### config.mk
export PLATFORM = sky130hd
export DESIGN_NAME = vga_timing_gen_flat
export DESIGN_NICKNAME = d
export VERILOG_FILES = /design/src/rtl/vga_timing_gen_if.sv /design/src/rtl/vga_timing_gen.sv /design/src/flat_wrapper.sv
export SDC_FILE = /design/constraint.sdc
export NUM_CORES = 1
export LEC_CHECK = 0
export ABC_AREA = 1
export BUFFER_PORTS_ARGS = -buffer_cell sky130_fd_sc_hd__buf_4
export CAP_MARGIN = 10
export CORE_ASPECT_RATIO = 2
export CORE_MARGIN = 4
export CORE_UTILIZATION = 55
export CTS_CLUSTER_SIZE = 25
export DETAILED_ROUTE_END_ITERATION = 8
export GPL_TIMING_DRIVEN = 0
export PLACE_DENSITY = 0.83
export SLEW_MARGIN = 20
export SYNTH_ARGS = -nofsm -noshare
export SYNTH_HDL_FRONTEND = slang
export SYNTH_SLANG_ARGS = --single-unit
### constraint.sdc
create_clock -name clk -period 3.21 [get_ports clk]
set_input_delay 0.1605 -clock clk [delete_from_list [all_inputs] [get_ports clk]]
set_output_delay 0.1605 -clock clk [all_outputs]
set_load 0.02 [all_outputs]
### src/rtl/vga_timing_gen_if.sv
// Display timing bundle from the VGA timing generator to the display pipeline
// (world-map read port, icon block, colorizer, DAC sync pins).
interface vga_timing_gen_if;
   logic       pix_tick;
   logic       hsync;
   logic       vsync;
   logic       video_on;
   logic [9:0] pixel_column;
   logic [9:0] pixel_row;
   logic [6:0] world_col;
   logic [6:0] world_row;
   logic       in_world;
   logic       line_start;
   logic       frame_start;

   modport master (
      output pix_tick, hsync, vsync, video_on, pixel_column, pixel_row,
             world_col, world_row, in_world, line_start, frame_start
   );

   modport slave (
      input  pix_tick, hsync, vsync, video_on, pixel_column, pixel_row,
             world_col, world_row, in_world, line_start, frame_start
   );
endinterface

### src/rtl/vga_timing_gen.sv
// 640x480@60 VGA timing from the system clock via a pixel-enable tick, with
// pre-scaled 128x128 world-map coordinates for the RojoBot display path.
module vga_timing_gen #(
   parameter int CLK_DIV         = 4,
   parameter int H_VISIBLE       = 640,
   parameter int H_FP            = 16,
   parameter int H_SYNC          = 96,
   parameter int H_BP            = 48,
   parameter int V_VISIBLE       = 480,
   parameter int V_FP            = 10,
   parameter int V_SYNC          = 2,
   parameter int V_BP            = 33,
   parameter int SYNC_ACTIVE_LOW = 1,
   parameter int REZ_SHIFT       = 2,
   parameter int WORLD_PIX       = 512
) (
   input  logic             clk,
   input  logic             rst,
   vga_timing_gen_if.master vga
);
   localparam int H_TOTAL = H_VISIBLE + H_FP + H_SYNC + H_BP;
   localparam int V_TOTAL = V_VISIBLE + V_FP + V_SYNC + V_BP;
   localparam int DIV_W   = (CLK_DIV > 2) ? $clog2(CLK_DIV) : 1;

   localparam logic [DIV_W-1:0] DIV_LAST = DIV_W'(CLK_DIV - 1);
   localparam logic [DIV_W-1:0] DIV_PRE  = DIV_W'(CLK_DIV - 2);

   localparam logic [9:0] COL_LAST = 10'(H_TOTAL - 1);
   localparam logic [9:0] ROW_LAST = 10'(V_TOTAL - 1);
   localparam logic [9:0] HS_BEG   = 10'(H_VISIBLE + H_FP);
   localparam logic [9:0] HS_END   = 10'(H_VISIBLE + H_FP + H_SYNC);
   localparam logic [9:0] VS_BEG   = 10'(V_VISIBLE + V_FP);
   localparam logic [9:0] VS_END   = 10'(V_VISIBLE + V_FP + V_SYNC);
   localparam logic [9:0] H_VIS    = 10'(H_VISIBLE);
   localparam logic [9:0] V_VIS    = 10'(V_VISIBLE);
   localparam logic [9:0] WORLD    = 10'(WORLD_PIX);
   localparam logic       SYNC_OFF = (SYNC_ACTIVE_LOW != 0);

   logic [DIV_W-1:0] div_cnt;
   logic             pix_tick_q;
   logic [9:0]       col_q, row_q;
   logic             hsync_q, vsync_q, video_on_q, in_world_q;
   logic [6:0]       world_col_q, world_row_q;
   logic             line_start_q, frame_start_q;

   logic [9:0]       col_nxt, row_nxt;
   logic             hs_act, vs_act, vid_nxt;

   // Decode is done on the next counter value so registered outputs line up
   // with the counters on the same advancing edge.
   always_comb begin
      col_nxt = col_q + 10'd1;
      row_nxt = row_q;
      if (col_q == COL_LAST) begin
         col_nxt = '0;
         row_nxt = (row_q == ROW_LAST) ? '0 : row_q + 10'd1;
      end
      hs_act  = (col_nxt >= HS_BEG) && (col_nxt < HS_END);
      vs_act  = (row_nxt >= VS_BEG) && (row_nxt < VS_END);
      vid_nxt = (col_nxt < H_VIS) && (row_nxt < V_VIS);
   end

   always_ff @(posedge clk) begin
      if (rst) begin
         div_cnt       <= '0;
         pix_tick_q    <= 1'b0;
         col_q         <= COL_LAST;
         row_q         <= ROW_LAST;
         hsync_q       <= SYNC_OFF;
         vsync_q       <= SYNC_OFF;
         video_on_q    <= 1'b0;
         in_world_q    <= 1'b0;
         world_col_q   <= 7'(COL_LAST >> REZ_SHIFT);
         world_row_q   <= 7'(ROW_LAST >> REZ_SHIFT);
         line_start_q  <= 1'b0;
         frame_start_q <= 1'b0;
      end else begin
         div_cnt       <= (div_cnt == DIV_LAST) ? '0 : div_cnt + DIV_W'(1);
         // Registered one cycle early so the tick lands on div_cnt == CLK_DIV-1.
         pix_tick_q    <= (div_cnt == DIV_PRE);
         line_start_q  <= 1'b0;
         frame_start_q <= 1'b0;
         if (pix_tick_q) begin
            col_q         <= col_nxt;
            row_q         <= row_nxt;
            hsync_q       <= hs_act ^ SYNC_OFF;
            vsync_q       <= vs_act ^ SYNC_OFF;
            video_on_q    <= vid_nxt;
            in_world_q    <= vid_nxt && (col_nxt < WORLD) && (row_nxt < WORLD);
            world_col_q   <= 7'(col_nxt >> REZ_SHIFT);
            world_row_q   <= 7'(row_nxt >> REZ_SHIFT);
            line_start_q  <= (col_nxt == '0);
            frame_start_q <= (col_nxt == '0) && (row_nxt == '0);
         end
      end
   end

   assign vga.pix_tick     = pix_tick_q;
   assign vga.hsync        = hsync_q;
   assign vga.vsync        = vsync_q;
   assign vga.video_on     = video_on_q;
   assign vga.pixel_column = col_q;
   assign vga.pixel_row    = row_q;
   assign vga.world_col    = world_col_q;
   assign vga.world_row    = world_row_q;
   assign vga.in_world     = in_world_q;
   assign vga.line_start   = line_start_q;
   assign vga.frame_start  = frame_start_q;
endmodule

### src/flat_wrapper.sv
// flat-port wrapper written by rule: the top's interface ports become plain ports
module vga_timing_gen_flat 
#(
   parameter int CLK_DIV         = 4,
   parameter int H_VISIBLE       = 640,
   parameter int H_FP            = 16,
   parameter int H_SYNC          = 96,
   parameter int H_BP            = 48,
   parameter int V_VISIBLE       = 480,
   parameter int V_FP            = 10,
   parameter int V_SYNC          = 2,
   parameter int V_BP            = 33,
   parameter int SYNC_ACTIVE_LOW = 1,
   parameter int REZ_SHIFT       = 2,
   parameter int WORLD_PIX       = 512
)
  (clk, rst, vga_pix_tick, vga_hsync, vga_vsync, vga_video_on, vga_pixel_column, vga_pixel_row, vga_world_col, vga_world_row, vga_in_world, vga_line_start, vga_frame_start);
  vga_timing_gen_if vga_i ();
  input  logic clk;
  input  logic rst;
  output wire logic [$bits(vga_i.pix_tick)-1:0] vga_pix_tick;
  output wire logic [$bits(vga_i.hsync)-1:0] vga_hsync;
  output wire logic [$bits(vga_i.vsync)-1:0] vga_vsync;
  output wire logic [$bits(vga_i.video_on)-1:0] vga_video_on;
  output wire logic [$bits(vga_i.pixel_column)-1:0] vga_pixel_column;
  output wire logic [$bits(vga_i.pixel_row)-1:0] vga_pixel_row;
  output wire logic [$bits(vga_i.world_col)-1:0] vga_world_col;
  output wire logic [$bits(vga_i.world_row)-1:0] vga_world_row;
  output wire logic [$bits(vga_i.in_world)-1:0] vga_in_world;
  output wire logic [$bits(vga_i.line_start)-1:0] vga_line_start;
  output wire logic [$bits(vga_i.frame_start)-1:0] vga_frame_start;
  assign vga_pix_tick = vga_i.pix_tick;
  assign vga_hsync = vga_i.hsync;
  assign vga_vsync = vga_i.vsync;
  assign vga_video_on = vga_i.video_on;
  assign vga_pixel_column = vga_i.pixel_column;
  assign vga_pixel_row = vga_i.pixel_row;
  assign vga_world_col = vga_i.world_col;
  assign vga_world_row = vga_i.world_row;
  assign vga_in_world = vga_i.in_world;
  assign vga_line_start = vga_i.line_start;
  assign vga_frame_start = vga_i.frame_start;
  vga_timing_gen #(.CLK_DIV(CLK_DIV), .H_VISIBLE(H_VISIBLE), .H_FP(H_FP), .H_SYNC(H_SYNC), .H_BP(H_BP), .V_VISIBLE(V_VISIBLE), .V_FP(V_FP), .V_SYNC(V_SYNC), .V_BP(V_BP), .SYNC_ACTIVE_LOW(SYNC_ACTIVE_LOW), .REZ_SHIFT(REZ_SHIFT), .WORLD_PIX(WORLD_PIX)) u_core (.clk(clk), .rst(rst), .vga(vga_i));
endmodule
==> impl_metrics.ini <==
[run_status]
status = completed

[critical_path]
r2r_start = u_core.vga.pixel_column[1]$_SDFFE_PP1P_
rrSetupSlack_ns = 1.24
cp_slowest_cell = dfxtp_1
crit_required_ns = 3.37
r2r_end = u_core.vga.video_on$_SDFFE_PP0P_
reg2reg_depth = 11
startpoint_type = flip-flop
critical_path.max_fanout = 10
worstSetupEndpointType = flip-flop
worstPathCellList = ha_1 > nand4_2 > nor2_2 > buf_6 > nand2_1 > nand2_1 > nand2_1 > nor2_2 > nor2_2 > a21oi_1 > nor2_1
critPathKind = flip-flop to flip-flop
arrival_ns = 2.13
max_stage_delay_ns = 0.38

[finish]
fill_cells = 300
synthToLayoutAreaGrowth_pct = 23.2
fin_area_um2 = 2390
layout-drive-gt1-share = 0.259
insertedDiodeCount = 0
nNetsFinal = 353

[power]
power.leakage_nw = 1.29
p_total_mw = 1.28
ir_drop_uv = 394
power_density_nw_per_um2 = 534

[timing]
finalCritPeriodShare = 0.613
finalHoldViolations = 0
setup-violations-final = 0
rsz0062_at_grt = false
period_needed_ns = 1.97
final_max_slew_viol_count = 0
fin_tns_setup_ns = 0
fmax_mhz = 508
relSlewSlack = 0.661
worst_slew_pin_slew_ns = 0.504
skew_ns = 0.00554
setup_ws_ns = 1.24

[logic_synthesis]
ys_warn_count = 0
synth_top_family_by_area = simple AND/OR/NAND/NOR gates
synthMuxAreaShare = 0
synth-seq-cells = 29
synth_compound_area_frac = 0.129
synth_xor_xnor_area_share = 0.00452
ys_types = 29
syn_avg_cell_area_um2 = 6.51
synth_fa_ha_area_frac = 0.0323
synth_nets = 305
synth_cells = 298
synth-simple-area-share = 0.371
syn-cell-area_um2 = 1940
ys_seq_area_frac = 0.299

[min_path]
whs_endpoint = u_core.vga.world_col[2]$_SDFFE_PP1P_
whs_path_depth = 3
hold_path.class = input pin to flip-flop
hold_start = rst

[placement]
post_dp_cell_area_um2 = 2290
gp_congestion = 0.898
pre_cts_slack_ns = 1.28
place.port_buffers = 41
dp_hpwl_um = 3880

[routing]
drc_errors = 0
num_vias = 2029
drt-total-wl_um = 5050
post_drt_wl_per_cell_um = 13.3
drt-pass1-iter-count = 4
viasPerCell = 5.35
drt_iter0_markers = 68
drtAntennaViolNets = 0

[clock_tree]
cts_buffers = 5
cts.repair.resized = 0
root_buffer = clkbuf_8
cts_tree = yes
cts.sinks = 29
clk_path_buf_depth = 2
htreeDepth = 2
clock_latency_ns = 0.29
cts.reportedPaths.clkPinSlew_ns = 0.07
ctsHoldBuffers = 0
postCtsSetupRepairBufs = 0

[floorplanning]
start_util = 0.574
fp.dieArea_um2 = 4600
die_x_um = 50.0
core_um2 = 3380
rows = 30
die_height_um = 92.0
pin_count = 43

[global_routing]
track_usage = 0.239
grt_max_degree = 11
overflow = 0
grt_pass1_wl_um = 8550
grt_pass1_vias = 1972
antenna_found_initial = 0

[run]
maxCapViolations = 0
layout make-up:
type	count	area, µm²	share of cell area
plain buffers	24	160	0.0671
clock buffers	7	96.3	0.0403
clock inverters	1	5.00	0.00210
inverters	42	158	0.0660
multi-input cells	203	1040	0.436
flip-flops and latches	29	581	0.243
well taps	32	40.0	0.0168
repair buffers	41	308	0.129
layer usage:
layer,share of wire,GRT usage
met3,0.041,0.0358
met2,0.57,0.476
met5,0,0
met4,0.033,0.125
met1,0.35,0.214
cells in the mapped netlist (all sizes together):
cell type	number	share of area
nand2	81	0.16
inv	42	0.081
nor2	31	0.079
dfxtp	29	0.30
nand3	26	0.077
o21ai	21	0.056
buf	18	0.071
a21oi	17	0.046
clkbuf	6	0.012
nand4	6	0.026
o211ai	6	0.023
ha	5	0.032
nor3	4	0.013
nand3b	3	0.012
and3	1	0.0032
o21bai	1	0.0039
xor2	1	0.0045
worst max path at each step:
stage | start | to | slack, ns | depth (start not counted)
global placement | u_core.vga.pixel_column[1]$_SDFFE_PP1P_ | u_core.vga.video_on$_SDFFE_PP0P_ | 1.29 | 11
CTS | u_core.vga.pixel_column[1]$_SDFFE_PP1P_ | u_core.vga.video_on$_SDFFE_PP0P_ | 1.26 | 11
finish | u_core.vga.pixel_column[1]$_SDFFE_PP1P_ | u_core.vga.video_on$_SDFFE_PP0P_ | 1.24 | 11
detailed placement | u_core.vga.pixel_column[1]$_SDFFE_PP1P_ | u_core.vga.video_on$_SDFFE_PP0P_ | 1.28 | 11
global route | u_core.vga.pixel_column[1]$_SDFFE_PP1P_ | u_core.vga.video_on$_SDFFE_PP0P_ | 1.01 | 11
floorplan | u_core.vga.pixel_column[1]$_SDFFE_PP1P_ | u_core.vga.video_on$_SDFFE_PP0P_ | 1.37 | 11
cells in the final DEF (no fill, tap or decap), drive strengths merged, types with 3 or more instances in the layout:
master,synthesis,layout
o211ai,6,6
o21ai,21,21
nand3b,3,3
dfxtp,29,29
nor3,4,4
nand4,6,6
nand2,81,81
a21oi,17,17
buf,18,59
nor2,31,31
inv,42,42
ha,5,5
clkbuf,6,13
nand3,26,26
kinds of logic (layout without fill, tap and decap cells):
group | Yosys count | in the layout
XOR/XNOR | 1 | 1
AND/OR/NAND/NOR | 152 | 152
buffers and inverters | 66 | 115
adder cells (fa/ha/maj) | 5 | 5
flip-flops | 29 | 29
AO/OA/AOI/OAI | 45 | 45
critical path, delay by kind of cell (launching register included):
kind                       cells  cell delay (ns)
and+or+nand+nor                8             0.88
DFF                            1             0.38
adders and majority gates      1             0.30
buffers and inverters          1             0.17
AOI/OAI and AO/OA              1             0.11
stage by stage:
step	std cells	utilization	hold slack (ns)
after floorplan	298	-	0.428
after global placement	371	0.677	0.441
after detailed placement	371	0.677	0.453
after CTS	379	0.707	0.260
after global routing	379	0.707	0.347
final	379	0.707	0.267
flip-flops by register name, indices dropped and copies added, names as in the netlist:
| name | count |
|---|---|
| u_core.vga.video_on | 1 |
| u_core.vga.world_col | 6 |
| u_core.div_cnt | 2 |
| u_core.vga.pixel_column | 4 |
| u_core.vga.frame_start | 1 |
| u_core.vga.line_start | 1 |
| u_core.vga.pix_tick | 1 |
| u_core.vga.vsync | 1 |
| u_core.vga.hsync | 1 |
| u_core.vga.in_world | 1 |
| u_core.vga.pixel_row | 4 |
| u_core.vga.world_row | 6 |
power by group:
| group | total, mW | leakage [nW] | internal [mW] | switching (mW) |
|---|---|---|---|---|
| registers | 0.424 | 0.236 | 0.386 | 0.0385 |
| clock network | 0.346 | 0.0542 | 0.194 | 0.153 |
| logic | 0.505 | 1.00 | 0.191 | 0.314 |
No activity file was read; power rests on OpenSTA's default activity.
